`config.mk`:
```
export PLATFORM = sky130hd
export DESIGN_NAME = axi_arbiter
export DESIGN_NICKNAME = d
export VERILOG_FILES = /design/src/rtl/axi_arbiter.sv
export SDC_FILE = /design/constraint.sdc
export NUM_CORES = 1
export LEC_CHECK = 0
export ABC_AREA = 1
export CAP_MARGIN = 20
export CORE_AREA = 4 4 127 129
export DETAILED_ROUTE_END_ITERATION = 10
export DIE_AREA = 0 0 131 133
export PLACE_DENSITY = 0.74
export SLEW_MARGIN = 20
export SYNTH_ARGS = -nofsm -noshare
export SYNTH_HDL_FRONTEND = slang
export SYNTH_SLANG_ARGS = --single-unit
export TNS_END_PERCENT = 30
```
`constraint.sdc`:
```
create_clock -name clock -period 9.4 [get_ports clock]
set_input_delay 1.41 -clock clock [delete_from_list [all_inputs] [get_ports clock]]
set_output_delay 1.41 -clock clock [all_outputs]
set_load 0.03 [all_outputs]
```
`src/rtl/axi_arbiter.sv`:
```
// Arbitrates IFU fetches and LSU loads/stores onto one AXI4 master port.
// Only one transaction is in flight; the response is returned as a one-cycle pulse to the owner.
module axi_arbiter #(
    parameter int ARB_FAIR = 0
) (
    input  logic        clock,
    input  logic        reset,

    input  logic        ifu_req_valid,
    output logic        ifu_req_ready,
    input  logic [31:0] ifu_addr,

    input  logic        lsu_req_valid,
    output logic        lsu_req_ready,
    input  logic        lsu_wen,
    input  logic [31:0] lsu_addr,
    input  logic [31:0] lsu_wdata,
    input  logic [3:0]  lsu_wstrb,
    input  logic [2:0]  lsu_size,

    output logic        ifu_rsp_valid,
    output logic        lsu_rsp_valid,
    output logic [31:0] rsp_rdata,
    output logic        rsp_err,

    output logic        io_master_arvalid,
    input  logic        io_master_arready,
    output logic [31:0] io_master_araddr,
    output logic [3:0]  io_master_arid,
    output logic [7:0]  io_master_arlen,
    output logic [2:0]  io_master_arsize,
    output logic [1:0]  io_master_arburst,

    input  logic        io_master_rvalid,
    output logic        io_master_rready,
    input  logic [31:0] io_master_rdata,
    input  logic [1:0]  io_master_rresp,
    input  logic        io_master_rlast,
    input  logic [3:0]  io_master_rid,

    output logic        io_master_awvalid,
    input  logic        io_master_awready,
    output logic [31:0] io_master_awaddr,
    output logic [3:0]  io_master_awid,
    output logic [7:0]  io_master_awlen,
    output logic [2:0]  io_master_awsize,
    output logic [1:0]  io_master_awburst,

    output logic        io_master_wvalid,
    input  logic        io_master_wready,
    output logic [31:0] io_master_wdata,
    output logic [3:0]  io_master_wstrb,
    output logic        io_master_wlast,

    input  logic        io_master_bvalid,
    output logic        io_master_bready,
    input  logic [1:0]  io_master_bresp,
    input  logic [3:0]  io_master_bid
);

    typedef enum logic [2:0] {
        IDLE   = 3'd0,
        RD_AR  = 3'd1,
        RD_R   = 3'd2,
        WR_AWW = 3'd3,
        WR_B   = 3'd4
    } state_t;

    state_t      state;
    state_t      state_next;
    logic        last_grant;      // 1 = LSU won the most recent grant
    logic        owner_lsu;
    logic        aw_done;
    logic        w_done;
    logic        grant_ifu;
    logic        grant_lsu;
    logic        accept;
    logic        aw_fire;
    logic        w_fire;
    logic        aw_complete;
    logic        w_complete;

    logic [31:0] addr_p0;
    logic [31:0] wdata_p0;
    logic [3:0]  wstrb_p0;
    logic [2:0]  size_p0;

    // Transaction IDs are always zero, so returned IDs carry no information.
    logic        unused_ids;
    assign unused_ids = ^{io_master_rid, io_master_bid};

    always_comb begin
        grant_ifu = 1'b0;
        grant_lsu = 1'b0;
        if (ifu_req_valid && lsu_req_valid) begin
            if (ARB_FAIR != 0) begin
                grant_lsu = !last_grant;
            end else begin
                grant_lsu = 1'b1;
            end
            grant_ifu = !grant_lsu;
        end else begin
            grant_ifu = ifu_req_valid;
            grant_lsu = lsu_req_valid;
        end
    end

    assign ifu_req_ready = (state == IDLE) && grant_ifu;
    assign lsu_req_ready = (state == IDLE) && grant_lsu;
    assign accept        = ifu_req_ready || lsu_req_ready;

    assign io_master_arvalid = (state == RD_AR);
    assign io_master_araddr  = addr_p0;
    assign io_master_arid    = 4'd0;
    assign io_master_arlen   = 8'd0;
    assign io_master_arsize  = size_p0;
    assign io_master_arburst = 2'b01;
    assign io_master_rready  = (state == RD_R);

    assign io_master_awvalid = (state == WR_AWW) && !aw_done;
    assign io_master_awaddr  = addr_p0;
    assign io_master_awid    = 4'd0;
    assign io_master_awlen   = 8'd0;
    assign io_master_awsize  = 3'd2;
    assign io_master_awburst = 2'b01;
    assign io_master_wvalid  = (state == WR_AWW) && !w_done;
    assign io_master_wdata   = wdata_p0;
    assign io_master_wstrb   = wstrb_p0;
    assign io_master_wlast   = io_master_wvalid;
    assign io_master_bready  = (state == WR_B);

    assign aw_fire     = io_master_awvalid && io_master_awready;
    assign w_fire      = io_master_wvalid && io_master_wready;
    assign aw_complete = aw_done || aw_fire;
    assign w_complete  = w_done || w_fire;

    always_comb begin
        state_next = state;
        case (state)
            IDLE: begin
                if (lsu_req_ready && lsu_wen) begin
                    state_next = WR_AWW;
                end else if (accept) begin
                    state_next = RD_AR;
                end
            end
            RD_AR:  if (io_master_arready) state_next = RD_R;
            RD_R:   if (io_master_rvalid) state_next = IDLE;
            WR_AWW: if (aw_complete && w_complete) state_next = WR_B;
            WR_B:   if (io_master_bvalid) state_next = IDLE;
            default: state_next = IDLE;
        endcase
    end

    // Control and response registers
    always_ff @(posedge clock) begin
        if (reset) begin
            state         <= IDLE;
            last_grant    <= 1'b0;
            owner_lsu     <= 1'b0;
            aw_done       <= 1'b0;
            w_done        <= 1'b0;
            ifu_rsp_valid <= 1'b0;
            lsu_rsp_valid <= 1'b0;
            rsp_rdata     <= 32'd0;
            rsp_err       <= 1'b0;
        end else begin
            state         <= state_next;
            ifu_rsp_valid <= 1'b0;
            lsu_rsp_valid <= 1'b0;
            if (accept) begin
                last_grant <= lsu_req_ready;
                owner_lsu  <= lsu_req_ready;
            end
            if (state == WR_AWW) begin
                if (aw_complete && w_complete) begin
                    aw_done <= 1'b0;
                    w_done  <= 1'b0;
                end else begin
                    if (aw_fire) aw_done <= 1'b1;
                    if (w_fire)  w_done  <= 1'b1;
                end
            end
            if ((state == RD_R) && io_master_rvalid) begin
                rsp_rdata     <= io_master_rdata;
                rsp_err       <= (io_master_rresp != 2'b00) || !io_master_rlast;
                ifu_rsp_valid <= !owner_lsu;
                lsu_rsp_valid <= owner_lsu;
            end
            if ((state == WR_B) && io_master_bvalid) begin
                rsp_err       <= (io_master_bresp != 2'b00);
                lsu_rsp_valid <= 1'b1;
            end
        end
    end

    // Request capture: fields are frozen for the life of the transaction
    always_ff @(posedge clock) begin
        if (accept) begin
            addr_p0  <= lsu_req_ready ? lsu_addr : ifu_addr;
            size_p0  <= lsu_req_ready ? lsu_size : 3'd2;
            wdata_p0 <= lsu_wdata;
            wstrb_p0 <= lsu_wstrb;
        end
    end

endmodule
```
==> results of run 1 <==
-- worst max-delay path, cell delays in order --
cell	delay [ns]
clkdlybuf4s50_1	0.48
inv_1	0.08
nor2_4	0.68
clkdlybuf4s50_1	0.83
-- layout make-up --
cell class | instances | area share [%]
well taps | 188 | 3.047
flip-flops and latches | 112 | 38.24
repair buffers | 295 | 38.24
clock inverters | 7 | 0.8913
inverters | 19 | 0.9561
diodes | 1 | 0.03241
clock buffers | 9 | 2.917
multi-input cells | 279 | 15.67
-- cells in the final DEF, fill, tap and decap left out, drive strengths merged --
| cell type | n |
|---|---|
| a21oi | 8 |
| clkbuf | 9 |
| clkdlybuf4s50 | 295 |
| clkinv | 2 |
| conb | 31 |
| dfxtp | 41 |
| diode | 1 |
| edfxtp | 71 |
| inv | 24 |
| nand2 | 112 |
| nand3 | 8 |
| nand3b | 1 |
| nand4 | 3 |
| nor2 | 78 |
| nor3 | 3 |
| o21ai | 33 |
| o31ai | 1 |
| or2 | 1 |
-- per-stage QoR --
| step | worst slack, ns | instances | util, % | hold slack, ns | cell area (um^2) |
|---|---|---|---|---|---|
| floorplan | 5.581 | 489 | - | 0.4297 | 4825 |
| global placement | 4.439 | 893 | 49.39 | 0.4605 | 7425 |
| detailed placement | 4.443 | 893 | 49.39 | 0.4684 | 7425 |
| CTS | 4.432 | 909 | 51.34 | 0.4800 | 7719 |
| global route | 4.376 | 910 | 51.36 | 0.4869 | 7721 |
| finish | 4.475 | 910 | 51.36 | 0.4811 | 7721 |
-- kinds of logic after synthesis --
| kind of cell | share of synthesized area [%] |
|---|---|
| AOI/OAI and AO/OA | 4.590 |
| buffers and inverters | 14.19 |
| DFF | 62.62 |
| other | 0.1593 |
| and+or+nand+nor | 18.44 |
-- flip-flops by register name, indices dropped and copies added (netlist names), 3 cells and up --
register,cells
state,3
rsp_rdata,32
io_master_arsize,3
io_master_wdata,32
io_master_araddr,32
io_master_wstrb,4
-- final timing paths --
kind                               to  slack [ns]  cells past startpoint
hold reg to reg                w_done        0.48                      2
setup / recovery        lsu_req_ready        4.47                      4
setup reg to reg  io_master_wdata[17]        6.12                      5
hold / removal                 w_done        0.48                      2
-- per-layer routing --
metal	up-vias	routed length, um
met5	-	0
met4	0	208
met3	14	1498
met2	195	7280
met1	1725	5312
li1	1906	-
-- power groups by stage --
stage,clock [W],combinational [W],sequential [W]
finish,0.000381,0.00121,0.000814
global route,0.000418,0.00129,0.000833
CTS,0.000397,0.00123,0.000818
detailed placement,0,0.00123,0.000828
global placement,0,0.00122,0.000822
floorplan,0,0.000483,0.00112
==> flow_metrics.py, run 1 <==
metrics = {
    "run_status": {
        "status": "finished, final reports clean",
    },
    "setup_path": {
        "worst-path-max-fanout": 35,
        "cp.arrival_ns": 3.52,
        "worstSetupStartpointType": "input port",
        "crit_start": "lsu_req_valid",
        "worstPathRequired_ns": 7.99,
        "path_class": "in2out",
        "rr_startpoint": "state[2]",
        "end_kind": "primary output",
    },
    "pwr": {
        "p_comb_share_pct": 50.4,
        "finalPower_w": 0.002408,
        "p_sw_w": 0.001029,
        "clockPowerShare_pct": 15.8,
        "p_sw_share_pct": 42.73,
        "peakVddDrop_mv": 0.1685,
        "powerDensity_mw_per_mm2": 311.9,
        "cellLeakagePower_nw": 3.117,
        "p_seq_share_pct": 33.8,
        "cellInternalPower_w": 0.001379,
    },
    "timing": {
        "skew_ns": 0.01037,
        "setup_viol": 0,
        "setup_tns_ns": 0,
        "max_freq_ghz": 0.2030,
        "fin_crit_ns": 4.925,
        "tightestPinTransition_ns": 0.9785,
        "hold_viol_final": 0,
        "min_period_over_period_pct": 52.40,
        "grt_setup_unrepaired": "no",
        "slew_headroom_pct": 34.76,
        "drv_slew": 0,
    },
    "logic_synthesis": {
        "syn_avg_cell_area_um2": 10.25,
        "yosys.area.top_type": "edfxtp_1",
        "yosys_warnings": 0,
        "synth_common_cells": "nand2_1, edfxtp_1, nor2_1, buf_4, dfxtp_1",
        "synth_cell_types": 28,
        "syn_inst": 460,
        "synth.most_common_cell": "nand2_1",
        "synth_top_area_share_pct": 45.21,
        "syn_area_mm2": 0.004716,
        "synth-async-reset-ratio_pct": 0,
        "synth-edff-count": 71,
        "ys_ff_latch": 112,
        "synthTopCellsByArea": "edfxtp_1, dfxtp_1, buf_4, nand2_1, nor2_1",
        "ys.flop_type": "edfxtp_1",
        "seq_area_frac_synth_pct": 62.62,
    },
    "die": {
        "core-area_mm2": 0.01503,
        "die_area_mm2": 0.01742,
        "die_w_um": 131,
        "die_y_um": 133,
        "num_io_pins": 335,
        "num_rows": 45,
        "initial_core_util_pct": 31.37,
    },
    "min_path": {
        "hold_start": "w_done",
        "hp-class": "reg2reg",
    },
    "global_routing": {
        "antenna_found_initial": 1,
        "grt_use_met2_pct": 26.69,
        "grt_pass1_wl_um": 20410,
        "grt_max_degree": 72,
        "first_global_vias": 3713,
        "use_met1_pct": 17.18,
        "grt-busiest-layer": "met2",
        "grt.overflow.total": 0,
        "grt_usage_pct": 15.51,
        "met3_usage_pct": 7.428,
    },
    "cts": {
        "root_buffer": "clkbuf_16",
        "numCtsBuffers": 9,
        "cts_tree": "done",
        "insertion_delay_ns": 0.35,
        "cts_hold_buffers": 0,
        "cts_max_level": 3,
        "cts_resized": 0,
        "clock_path_buffers": 2,
        "clkTransAtPathRegs_ns": 0.07,
        "clock_sinks": 112,
        "cts_setup_buffers": 0,
    },
    "routing": {
        "drt_pass1_iterations": 5,
        "num_vias": 3840,
        "post-route-drc-count": 0,
        "viasPerCell": 4.220,
        "antenna_left": 0,
        "dr.first_iter.drc_count": 188,
        "wl_per_cell_um": 15.71,
        "totalWireLength_um": 14300,
    },
    "placed_design": {
        "gp_congestion": 0.7718,
        "portBuffers": 295,
        "hpwlAfterDp_um": 10960,
    },
    "layout": {
        "synthToLayoutAreaGrowth_pct": 63.73,
        "fin_nets": 874,
        "drive_above_1_share_pct": 4.854,
        "multi_input_area_mm2": 0.001210,
        "fillerInstances": 1374,
        "register_area_mm2": 0.002953,
    },
    "run": {
        "drv_cap": 0,
    },
}
Note: power is estimated with default switching activity, not from simulation.
==> inputs of run 2 (changes only) <==
Settings changed: CORE_AREA 4 4 127 129 to unset, CORE_ASPECT_RATIO set to 0.7, CORE_MARGIN set to 4, CORE_UTILIZATION set to 32, DIE_AREA 0 0 131 133 to unset, PLACE_DENSITY 0.74 to 0.78.
Clock period 9.4 ns to 4.3 ns, I/O delays scaled along.
==> run 2 against run 1 <==
  * Final area rose by 0.34%
  * Clock-buffer cell count did not move
  * Core utilization rose by 3.2 points
  * Highest routed layer unchanged
  * Cell count rose by 0.33%
  * Sequential cell count did not move
==> flow_metrics.py, run 2 (synthesized netlist as in run 1, its figures left out) <==
metrics = {
    "run_status": {
        "status": "finished, final reports clean",
    },
    "timing": {
        "grt_setup_unrepaired": "no",
        "max_freq_ghz": 0.3393,
        "slew_headroom_pct": 30.88,
        "skew_ns": 0.004993,
        "drv_slew": 0,
        "setup_tns_ns": 0,
        "hold_viol_final": 0,
        "worst_hold_slack_ns": 0.4575,
        "layout_setup_ws_ns": 1.353,
        "min_period_over_period_pct": 68.54,
        "fin_crit_ns": 2.947,
        "tightestPinTransition_ns": 1.036,
        "setup_viol": 0,
    },
    "run": {
        "drv_cap": 0,
    },
    "cts": {
        "cts_resized": 0,
        "cts_max_level": 3,
        "root_buffer": "clkbuf_16",
        "cts_hold_buffers": 0,
        "clock_sinks": 112,
        "numCtsBuffers": 9,
        "clock_path_buffers": 2,
        "cts_setup_buffers": 0,
        "insertion_delay_ns": 0.34,
        "cts_tree": "done",
        "clkTransAtPathRegs_ns": 0.07,
    },
    "layout": {
        "mostFrequentLayoutCell": "clkdlybuf4s50_1",
        "final_cell_mix": "clkdlybuf4s50_1, nand2_1, edfxtp_1, nor2_1, dfxtp_1",
        "fin_nets": 876,
        "num_antenna_cells": 0,
        "fillerInstances": 1320,
        "final_core_util_pct": 54.60,
        "drive_above_1_share_pct": 4.979,
        "final_cell_area_mm2": 0.007747,
        "synthToLayoutAreaGrowth_pct": 64.29,
    },
    "global_routing": {
        "antenna_found_initial": 0,
        "grt_pass1_wl_um": 20630,
        "first_global_vias": 3684,
        "grt_max_degree": 72,
        "grt_usage_pct": 15.89,
        "grt.overflow.total": 0,
    },
    "routing": {
        "dr.first_iter.drc_count": 193,
        "totalWireLength_um": 14570,
        "post-route-drc-count": 0,
        "viasPerCell": 4.232,
        "wl_per_cell_um": 15.96,
        "num_vias": 3864,
        "antenna_left": 0,
        "drt_pass1_iterations": 5,
    },
    "setup_path": {
        "worst-path-max-fanout": 17,
        "r2r-end": "io_master_wdata[12]",
        "worstPathRequired_ns": 3.65,
        "cp.arrival_ns": 2.30,
        "worstSetupStartpointType": "input port",
        "rr_startpoint": "state[2]",
        "path_class": "in2out",
        "worstRegToRegCells": 6,
        "end_kind": "primary output",
        "r2r_slack_ns": 1.57,
    },
    "die": {
        "die_y_um": 109.6,
        "core-area_mm2": 0.01419,
        "die_w_um": 153.1,
        "die_area_mm2": 0.01677,
        "initial_core_util_pct": 33.24,
        "num_io_pins": 335,
        "num_rows": 36,
    },
    "min_path": {
        "hold_start": "owner_lsu",
        "min_to": "ifu_rsp_valid",
        "holdPathStages": 1,
        "hp-class": "reg2reg",
    },
    "placed_design": {
        "placed_area_mm2": 0.007442,
        "hpwlAfterDp_um": 11320,
        "detailedPlace.worstSlack_ns": 0.9878,
        "gp_congestion": 0.7977,
        "portBuffers": 295,
    },
    "pwr": {
        "powerDensity_mw_per_mm2": 685.4,
        "peakVddDrop_mv": 0.2749,
        "cellLeakagePower_nw": 3.126,
    },
}
## run 2: worst max-delay path: stages
cell             delay, ns
clkdlybuf4s50_1       0.47
inv_1                 0.08
nor2_4                0.12
buf_4                 0.26
clkdlybuf4s50_1       0.72
## run 2: report_power, final
part	switching, W	internal, W	total (W)
Clock	0.000397	0.000460	0.000857
Sequential	0.000163	0.00161	0.00177
Combinational	0.00168	0.00100	0.00268
## run 2: cell type report
cell class	instances	area [um^2]	share of cell area (%)
Clock buffer	9	225.2	2.907
Clock inverter	7	80.08	1.034
Inverter	19	73.82	0.9528
Multi-Input combinational cell	279	1210	15.62
Sequential cell	112	2953	38.11
Tap cell	190	237.7	3.068
Timing Repair Buffer	297	2968	38.31
## run 2: routing by layer
layer	vias to the layer above	share of wire, %	global-route usage, %
li1	1912	-	-
met1	1790	41	19.59
met2	150	52	28.55
met3	12	6.1	3.816
met4	0	1.0	3.687
met5	-	0	0
## run 2: worst max path at each step
stage | startpoint | endpoint | slack (ns) | cells past startpoint
after floorplan | lsu_req_valid | io_master_araddr[0] | 1.25 | 5
after global placement | lsu_req_valid | io_master_araddr[9] | 1.0 | 6
after detailed placement | lsu_req_valid | io_master_araddr[9] | 0.99 | 6
after CTS | lsu_req_valid | lsu_req_ready | 1.33 | 5
after global routing | lsu_req_valid | io_master_araddr[9] | 1.17 | 6
final | lsu_req_valid | lsu_req_ready | 1.35 | 5
## run 2: metrics by stage
step / power [W] / instances
6_report: 0.005310 / 913
5_1_grt: 0.005560 / 913
4_1_cts: 0.005369 / 913
3_5_place_dp: 0.004504 / 897
3_3_place_gp: 0.004470 / 897
2_1_floorplan: 0.003501 / 489
==> inputs of run 3 (changes only) <==
Settings changed: CORE_UTILIZATION 32 to 35, PLACE_DENSITY 0.78 to 0.81.
Clock period 4.3 ns to 3.1 ns, I/O delays scaled along.
==> run 3 against run 2 <==
  * Clock skew is 0.0057 ns higher
  * Clock-buffer cell count is 1 higher
  * Sequential share of layout area is 0.061 points lower
  * Critical path type is now reg2out
  * Highest routed layer unchanged
==> flow_metrics.py, run 3 (synthesized netlist as in run 1, its figures left out) <==
metrics = {
    "run_status": {
        "status": "finished, final reports clean",
    },
    "routing": {
        "post-route-drc-count": 0,
        "num_vias": 3937,
        "wl_per_cell_um": 15.96,
        "drt_pass1_iterations": 4,
        "top_layer": "met4",
        "dr_wl_met3_um": 1254,
        "antenna_left": 0,
        "wl_met2_um": 7487,
        "dr.first_iter.drc_count": 212,
        "met1Wirelength_um": 5597,
        "totalWireLength_um": 14540,
        "viasPerCell": 4.322,
    },
    "min_path": {
        "hp-class": "reg2reg",
    },
    "layout": {
        "fillerInstances": 1128,
        "synthToLayoutAreaGrowth_pct": 64.55,
        "mostFrequentLayoutCell": "clkdlybuf4s50_1",
        "final_cell_area_mm2": 0.007760,
        "num_antenna_cells": 0,
        "fin_cells": 911,
        "fin_nets": 879,
        "drive_above_1_share_pct": 5.372,
        "final_cell_mix": "clkdlybuf4s50_1, nand2_1, edfxtp_1, nor2_1, dfxtp_1",
    },
    "setup_path": {
        "max_stage_delay_ns": 0.70,
        "path_class": "reg2out",
        "cp_slowest_cell": "clkdlybuf4s50_1",
        "worst-path-max-fanout": 7,
        "cp.arrival_ns": 2.13,
        "path_cells": "inv_1, nor3_2, inv_1, nor2_1, clkdlybuf4s50_1",
        "worstSetupStartpointType": "flop",
        "worstPathRequired_ns": 2.63,
        "end_kind": "primary output",
        "crit_path_frequent_cell": "inv_1",
    },
    "timing": {
        "fin_crit_ns": 2.592,
        "setup_tns_ns": 0,
        "grt_setup_unrepaired": "no",
        "layout_setup_ws_ns": 0.5081,
        "min_period_over_period_pct": 83.61,
        "hold_viol_final": 0,
        "max_freq_ghz": 0.3858,
        "drv_slew": 0,
        "setup_viol": 0,
        "skew_ns": 0.01073,
    },
    "placed_design": {
        "hpwlAfterDp_um": 11480,
        "detailedPlace.worstSlack_ns": 0.6357,
        "placed_area_mm2": 0.007471,
        "gp_congestion": 0.8373,
        "dp.cells": 895,
        "portBuffers": 295,
    },
    "pwr": {
        "powerDensity_mw_per_mm2": 946.3,
        "p_sw_w": 0.003117,
        "peakVddDrop_mv": 0.4350,
        "cellInternalPower_w": 0.004226,
        "cellLeakagePower_nw": 3.148,
        "clockPowerShare_pct": 15.3,
        "p_seq_share_pct": 33.4,
        "p_sw_share_pct": 42.45,
        "p_comb_share_pct": 51.3,
    },
    "die": {
        "die_w_um": 146.7,
        "die_y_um": 105.1,
        "num_io_pins": 335,
        "die_area_mm2": 0.01542,
        "num_rows": 35,
        "initial_core_util_pct": 35.78,
        "core-area_mm2": 0.01318,
    },
    "global_routing": {
        "antenna_found_initial": 0,
        "grt_pass1_wl_um": 21870,
        "grt_max_degree": 39,
        "grt_usage_pct": 18.10,
        "grt.overflow.total": 0,
        "first_global_vias": 3972,
    },
    "cts": {
        "root_buffer": "clkbuf_16",
        "cts_tree": "done",
        "clock_path_buffers": 2,
        "insertion_delay_ns": 0.34,
        "clkTransAtPathRegs_ns": 0.07,
        "cts_resized": 0,
        "numCtsBuffers": 9,
        "clock_sinks": 112,
        "cts_max_level": 3,
        "cts_setup_buffers": 0,
        "cts_hold_buffers": 0,
    },
    "run": {
        "drv_cap": 0,
    },
}
==> run 3: power groups by stage <==
stage / clock [W] / sequential (W) / combinational [W]
6_report: 0.00112 / 0.00245 / 0.00376
4_1_cts: 0.00115 / 0.00246 / 0.00380
2_1_floorplan: 0 / 0.00339 / 0.00146
3_3_place_gp: 0 / 0.00246 / 0.00376
5_1_grt: 0.00121 / 0.00252 / 0.00397
3_5_place_dp: 0 / 0.00249 / 0.00379
==> run 3: final cells by class <==
class,count,area (um^2),share of cell area (%)
repair buffers,300,3003,38.70
flip-flops and latches,112,2953,38.05
multi-input cells,279,1210,15.59
clock buffers,10,239.0,3.080
well taps,185,231.5,2.983
inverters,19,73.82,0.9513
clock inverters,6,50.05,0.6450
==> run 3: metrics by stage <==
step                      total power [W]  hold slack (ns)  util [%]
after global routing             0.007694           0.5177     58.87
after floorplan                  0.004857           0.4297         -
after CTS                        0.007420           0.4817     58.87
after detailed placement         0.006289           0.4706     56.68
after global placement           0.006218           0.4603     56.68
final                            0.007343           0.4852     58.87
==> run 3: path summary, 6_finish.rpt <==
path | start | endpoint | slack [ns] | cells after the start
setup / recovery | state[0] | io_master_wvalid | 0.51 | 5
hold / removal | owner_lsu | ifu_rsp_valid | 0.49 | 1
setup reg to reg | state[2] | io_master_araddr[26] | 1.13 | 6
hold reg to reg | owner_lsu | ifu_rsp_valid | 0.49 | 1
==> run 3: critical path, delay by kind of cell, from the launching register on <==
family / cells / cell delay (ns)
DFF: 1 / 0.51
and+or+nand+nor: 2 / 0.38
buffers and inverters: 3 / 0.89
==> run 3: metal layers <==
| metal | global-route usage, % | vias to the layer above |
|---|---|---|
| met5 | 0 | - |
| met4 | 4.027 | 0 |
| met3 | 6.372 | 15 |
| met2 | 31.74 | 170 |
| met1 | 21.37 | 1832 |
| li1 | - | 1920 |
